===== src/rtl/axis_mldsa_stream_bridge.sv =====
// Multi-channel AXI-Stream front end for the ML-DSA core: one FIFO per input channel
// and one on the result path, plus per-channel beat counting and frame-length checking.

module axis_mldsa_stream_bridge_fifo #(
   parameter int W     = 65,
   parameter int DEPTH = 4
) (
   input  logic         clk,
   input  logic         resetn,
   input  logic         clr,
   input  logic         push,
   input  logic [W-1:0] wdata,
   input  logic         pop,
   output logic [W-1:0] rdata,
   output logic         full,
   output logic         empty
);
   localparam int AW = $clog2(DEPTH);

   logic [W-1:0] mem [DEPTH];
   logic [AW:0]  wr_ptr;
   logic [AW:0]  rd_ptr;

   // The extra pointer MSB separates full (MSBs differ) from empty (MSBs equal).
   always_ff @(posedge clk or negedge resetn) begin
      if (!resetn) begin
         wr_ptr <= '0;
         rd_ptr <= '0;
      end else if (clr) begin
         wr_ptr <= '0;
         rd_ptr <= '0;
      end else begin
         if (push) wr_ptr <= wr_ptr + 1'b1;
         if (pop)  rd_ptr <= rd_ptr + 1'b1;
      end
   end

   always_ff @(posedge clk) begin
      if (push) mem[wr_ptr[AW-1:0]] <= wdata;
   end

   assign rdata = mem[rd_ptr[AW-1:0]];
   assign empty = (wr_ptr == rd_ptr);
   assign full  = (wr_ptr[AW] != rd_ptr[AW]) && (wr_ptr[AW-1:0] == rd_ptr[AW-1:0]);
endmodule

module axis_mldsa_stream_bridge_lane #(
   parameter int DATA_W   = 64,
   parameter int IN_DEPTH = 4,
   parameter int CNT_W    = 16
) (
   input  logic              clk,
   input  logic              resetn,
   input  logic              rdy_en,
   input  logic              flush,
   input  logic              err_clr,
   input  logic [DATA_W-1:0] s_tdata,
   input  logic              s_tvalid,
   input  logic              s_tlast,
   output logic              s_tready,
   output logic [DATA_W-1:0] c_data,
   output logic              c_valid,
   output logic              c_last,
   input  logic              c_ready,
   input  logic [CNT_W-1:0]  exp_beats,
   output logic              len_err,
   output logic [CNT_W-1:0]  beat_cnt,
   output logic              nempty
);
   logic            full;
   logic            empty;
   logic            push;
   logic            pop;
   logic [DATA_W:0] rd_word;
   logic [CNT_W:0]  n;
   logic            bad;

   assign s_tready = rdy_en & ~full & ~flush;
   assign push     = s_tvalid & s_tready;
   assign c_valid  = ~empty & ~flush;
   assign pop      = c_valid & c_ready;
   assign c_data   = rd_word[DATA_W-1:0];
   assign c_last   = rd_word[DATA_W] & c_valid;
   assign nempty   = ~empty;

   axis_mldsa_stream_bridge_fifo #(.W(DATA_W+1), .DEPTH(IN_DEPTH)) u_fifo (
      .clk   (clk),
      .resetn(resetn),
      .clr   (flush),
      .push  (push),
      .wdata ({s_tlast, s_tdata}),
      .pop   (pop),
      .rdata (rd_word),
      .full  (full),
      .empty (empty)
   );

   // n is the 1-based position of the beat being accepted; one bit wider so it never wraps.
   assign n   = {1'b0, beat_cnt} + 1'b1;
   assign bad = push && (exp_beats != '0) &&
                (s_tlast ? (n != {1'b0, exp_beats}) : (n == {1'b0, exp_beats}));

   always_ff @(posedge clk or negedge resetn) begin
      if (!resetn)          beat_cnt <= '0;
      else if (flush)       beat_cnt <= '0;
      else if (push) begin
         if (s_tlast)       beat_cnt <= '0;
         else if (~&beat_cnt) beat_cnt <= beat_cnt + 1'b1;
      end
   end

   // A new error outranks a simultaneous clear.
   always_ff @(posedge clk or negedge resetn) begin
      if (!resetn)      len_err <= 1'b0;
      else if (bad)     len_err <= 1'b1;
      else if (err_clr) len_err <= 1'b0;
   end
endmodule

module axis_mldsa_stream_bridge #(
   parameter int DATA_W    = 64,
   parameter int NUM_IN    = 2,
   parameter int IN_DEPTH  = 4,
   parameter int OUT_DEPTH = 4,
   parameter int CNT_W     = 16
) (
   input  logic                           clk,
   input  logic                           resetn,
   input  logic [NUM_IN-1:0][DATA_W-1:0]  s_axis_tdata,
   input  logic [NUM_IN-1:0]              s_axis_tvalid,
   input  logic [NUM_IN-1:0]              s_axis_tlast,
   output logic [NUM_IN-1:0]              s_axis_tready,
   output logic [NUM_IN-1:0][DATA_W-1:0]  core_in_data,
   output logic [NUM_IN-1:0]              core_in_valid,
   output logic [NUM_IN-1:0]              core_in_last,
   input  logic [NUM_IN-1:0]              core_in_ready,
   input  logic [DATA_W-1:0]              core_out_data,
   input  logic                           core_out_valid,
   input  logic                           core_out_last,
   output logic                           core_out_ready,
   output logic [DATA_W-1:0]              m_axis_tdata,
   output logic                           m_axis_tvalid,
   output logic                           m_axis_tlast,
   input  logic                           m_axis_tready,
   input  logic [NUM_IN-1:0][CNT_W-1:0]   exp_beats,
   input  logic                           flush,
   input  logic                           err_clr,
   output logic [NUM_IN-1:0]              len_err,
   output logic [NUM_IN-1:0][CNT_W-1:0]   beat_cnt,
   output logic                           busy
);
   logic              rdy_en;
   logic [NUM_IN-1:0] lane_nempty;
   logic              out_full;
   logic              out_empty;
   logic              out_push;
   logic              out_pop;
   logic [DATA_W:0]   out_word;

   // Holds every ready low until the first edge after reset release.
   always_ff @(posedge clk or negedge resetn) begin
      if (!resetn) rdy_en <= 1'b0;
      else         rdy_en <= 1'b1;
   end

   for (genvar g = 0; g < NUM_IN; g++) begin : g_lane
      axis_mldsa_stream_bridge_lane #(
         .DATA_W  (DATA_W),
         .IN_DEPTH(IN_DEPTH),
         .CNT_W   (CNT_W)
      ) u_lane (
         .clk      (clk),
         .resetn   (resetn),
         .rdy_en   (rdy_en),
         .flush    (flush),
         .err_clr  (err_clr),
         .s_tdata  (s_axis_tdata[g]),
         .s_tvalid (s_axis_tvalid[g]),
         .s_tlast  (s_axis_tlast[g]),
         .s_tready (s_axis_tready[g]),
         .c_data   (core_in_data[g]),
         .c_valid  (core_in_valid[g]),
         .c_last   (core_in_last[g]),
         .c_ready  (core_in_ready[g]),
         .exp_beats(exp_beats[g]),
         .len_err  (len_err[g]),
         .beat_cnt (beat_cnt[g]),
         .nempty   (lane_nempty[g])
      );
   end

   assign core_out_ready = rdy_en & ~out_full & ~flush;
   assign out_push       = core_out_valid & core_out_ready;
   assign m_axis_tvalid  = ~out_empty & ~flush;
   assign out_pop        = m_axis_tvalid & m_axis_tready;
   assign m_axis_tdata   = out_word[DATA_W-1:0];
   assign m_axis_tlast   = out_word[DATA_W] & m_axis_tvalid;

   axis_mldsa_stream_bridge_fifo #(.W(DATA_W+1), .DEPTH(OUT_DEPTH)) u_out_fifo (
      .clk   (clk),
      .resetn(resetn),
      .clr   (flush),
      .push  (out_push),
      .wdata ({core_out_last, core_out_data}),
      .pop   (out_pop),
      .rdata (out_word),
      .full  (out_full),
      .empty (out_empty)
   );

   always_ff @(posedge clk or negedge resetn) begin
      if (!resetn) busy <= 1'b0;
      else         busy <= (|lane_nempty) | ~out_empty;
   end
endmodule


===== config.mk =====
export PLATFORM = sky130hd
export DESIGN_NAME = axis_mldsa_stream_bridge
export DESIGN_NICKNAME = d
export VERILOG_FILES = /design/src/rtl/axis_mldsa_stream_bridge.sv
export SDC_FILE = /design/constraint.sdc
export NUM_CORES = 1
export LEC_CHECK = 0
export ABC_CLOCK_PERIOD_IN_PS = 3200
export BUFFER_PORTS_ARGS = -buffer_cell sky130_fd_sc_hd__buf_4
export CORE_MARGIN = 3
export CORE_UTILIZATION = 51
export DETAILED_ROUTE_END_ITERATION = 8
export HOLD_SLACK_MARGIN = 0.15
export PLACE_DENSITY = 0.78
export SETUP_SLACK_MARGIN = 0.15
export SLEW_MARGIN = 10
export SYNTH_ARGS = -nofsm -noshare
export SYNTH_HDL_FRONTEND = slang
export SYNTH_SLANG_ARGS = --single-unit

===== constraint.sdc =====
create_clock -name clk -period 3.2 [get_ports clk]
set_input_delay 0.48 -clock clk [delete_from_list [all_inputs] [get_ports clk]]
set_output_delay 0.48 -clock clk [all_outputs]
set_load 0.01 [all_outputs]

==> metrics <==
status complete, no violations; unrepaired setup endpoints after global routing yes; gpl congestion 0.807; total track usage 25.8%; Post-Syn Nets 1,788; syn_area_per_cell 21.1 sq um; area of the core 62,200 sq um; clock latency at the later pin of the worst-skew pair 650 ps; clock tree buffer depth 3; Final Cycle Share 91.2%; DRC viols 0; via count 18,300; most common cell in the synthesized netlist edfxtp_1; final hold vios 0; worst-path cell chain buf_4, mux4_2, buf_4; antenna violations before repair 8; Fmax 343 MHz; htree depth 3; main combinational cell family by area after synthesis multiplexers; Initial Util 52.0%; layout cells sized above 1 37.7%; HPWL Detailed 48,800 um; row count 91; largest area contributor in the netlist edfxtp_1; Via density 5.80; worst hold path class primary input to register; Yosys reg bits 834; IO Pins 473; worst clock skew 54.7 ps; EDFF count, synth 780; Post-Route Utilization 67.6%; CTS Buf Count 85; Iter 0 DRT Violations 1,688; Die Area 66,500 sq um; maximum vdd drop 0.590 mV; hold_ws 256 ps; Layout area overhead 29.9%; die span in x 258 um; Synth top cells by count edfxtp_1, mux4_2, dfrtp_1; crit-path max FO 17; pre-CTS WS 453 ps; Critical Path Slowest Stage Cell mux4_2; vias in the first global route 19,500; Mapped Area 32,300 sq um; Post CTS Setup Buffer Count 0; first-pass detailed-route iteration total 5; Root Buffer clkbuf_16; Max-Cap Viols 0; Yosys cell types 68; Worst-Margin Slew 764 ps; clock sinks 834; Setup TNS 0 ps; Max-slew headroom 49.0%; Antenna Nets Post-Route 0; Die H 258 um; Startpoint Class register; clk slew on worst S/H paths 60 ps; min Tclk post-route 2920 ps; Post-Synth Simple-Gate Area 3.30%; nets@finish 2,502; WP data required 2720 ps; Pleak 0.0146 uW; Synth area leaders edfxtp_1, mux4_2, dfrtp_1, xnor2_1, ha_1; post-synth top area share 72.4%; post-synthesis sequential area ratio 76.6%; total grt overflow 0; adder-cell share of the synthesized area 0.658%; largest stage delay on the critical path 610 ps; I/O Buffers 472; total wire length 84,900 um; CP Capture Type output port; final total power 25,400 uW; final setup fails 0; multiplexer share of the synthesized area 13.9%; ys async rst share 6.47%; first-pass GRT wire length 128,000 um; complex-gate fraction of the synthesized area 2.56%; Gate Count Post-Synth 1,534; post-synthesis xor/xnor area fraction 1.46%; WS Path Type register to output port; ys flop type edfxtp_1; Slew Viols, Final 0; CTS tree done; wire per inst 26.9 um; Yosys Warn Count 0; largest net degree at the start of global routing 68; Final WS setup 281 ps; most used cell along the critical path buf_4; PwrDens 605 nW/um^2; data arrival time of the critical path 2440 ps
metrics by stage:
step	area [sq um]	std cells
detailed placement	37200	2801
finish	42000	3160
CTS	42000	3152
global placement	37200	2801
global route	42000	3157
floorplan	32300	1534
path summary, 6_finish.rpt:
check	endpoint	from	slack, ps	depth (start not counted)
min in group asynchronous	g_lane[1].u_lane.beat_cnt[7]$_DFFE_PN0P_	resetn	440	2
max reg2reg	g_lane[0].u_lane.beat_cnt[9]$_DFFE_PN0P_	g_lane[0].u_lane.beat_cnt[0]$_DFFE_PN0P_	380	9
max	m_axis_tdata[35]	u_out_fifo.rd_ptr[0]$_DFFE_PN0P_	280	3
min reg2reg	g_lane[0].u_lane.u_fifo.wr_ptr[2]$_DFFE_PN0P_	g_lane[0].u_lane.u_fifo.wr_ptr[2]$_DFFE_PN0P_	510	1
max in group asynchronous	g_lane[1].u_lane.u_fifo.rd_ptr[0]$_DFFE_PN0P_	resetn	2150	2
min	u_out_fifo.rd_ptr[0]$_DFFE_PN0P_	m_axis_tready	260	4
flip-flops by register name (all words and copies together) (netlist names), 2 cells and up:
name,cells
g_lane.u_lane.beat_cnt,32
g_lane.u_lane.u_fifo.rd_ptr,6
g_lane.u_lane.len_err,2
g_lane.u_lane.u_fifo.wr_ptr,6
g_lane.u_lane.u_fifo.mem,520
u_out_fifo.wr_ptr,3
u_out_fifo.mem,260
u_out_fifo.rd_ptr,3
routing by layer:
layer / track usage, % / vias up / wire length [um]
met5: 0 / - / 40
met4: 7.91 / 6 / 2690
met3: 6.91 / 165 / 7030
met2: 45.0 / 878 / 44500
met1: 31.6 / 9520 / 30600
li1: - / 7764 / -
placed cells by master (no fill, tap or decap), types with 30 or more instances in the layout:
cell,n
o21ai_0,40
buf_4,488
clkbuf_16,86
nand2_1,36
mux4_2,195
dfrtp_1,48
edfxtp_1,780
xnor2_1,30
nor2_1,45
dlygate4sd3_1,197
area by class of cell:
type                       count  area (sq um)
antenna                        8          20.0
clock buffer                 100          2200
clock inverter                54           603
fill                        3863         20200
inverter                      23          86.3
multi-input combinational    593          7100
sequential                   834         24800
tap                          837          1050
timing repair buffer         711          6160
worst max-delay path: cells and delay by family, from the launching register on:
kind | cells | cell delay (ps)
buffers and inverters | 2 | 590
flip-flops | 1 | 600
multiplexers | 1 | 610
repair_timing:
item / CTS / global route
hold endpoints to repair: 836 / 0
gates resized for setup: 0 / 4
hold buffers: 197 / 0
setup endpoints to repair: 0 / 11
cells by family (layout without fill, tap and decap cells):
family | count (synthesis) | after routing
AO/OA/AOI/OAI | 122 | 122
flip-flops | 834 | 834
AND/OR/NAND/NOR | 194 | 194
adder cells (fa/ha/maj) | 17 | 17
other | 1 | 9
buffers and inverters | 107 | 888
XOR/XNOR | 54 | 54
multiplexers | 205 | 205
report_power, final:
group | internal [uW] | switching, uW
clock network | 5720 | 4250
registers | 12100 | 90.1
logic | 1720 | 1560
No activity file was read; power rests on OpenSTA's default activity.
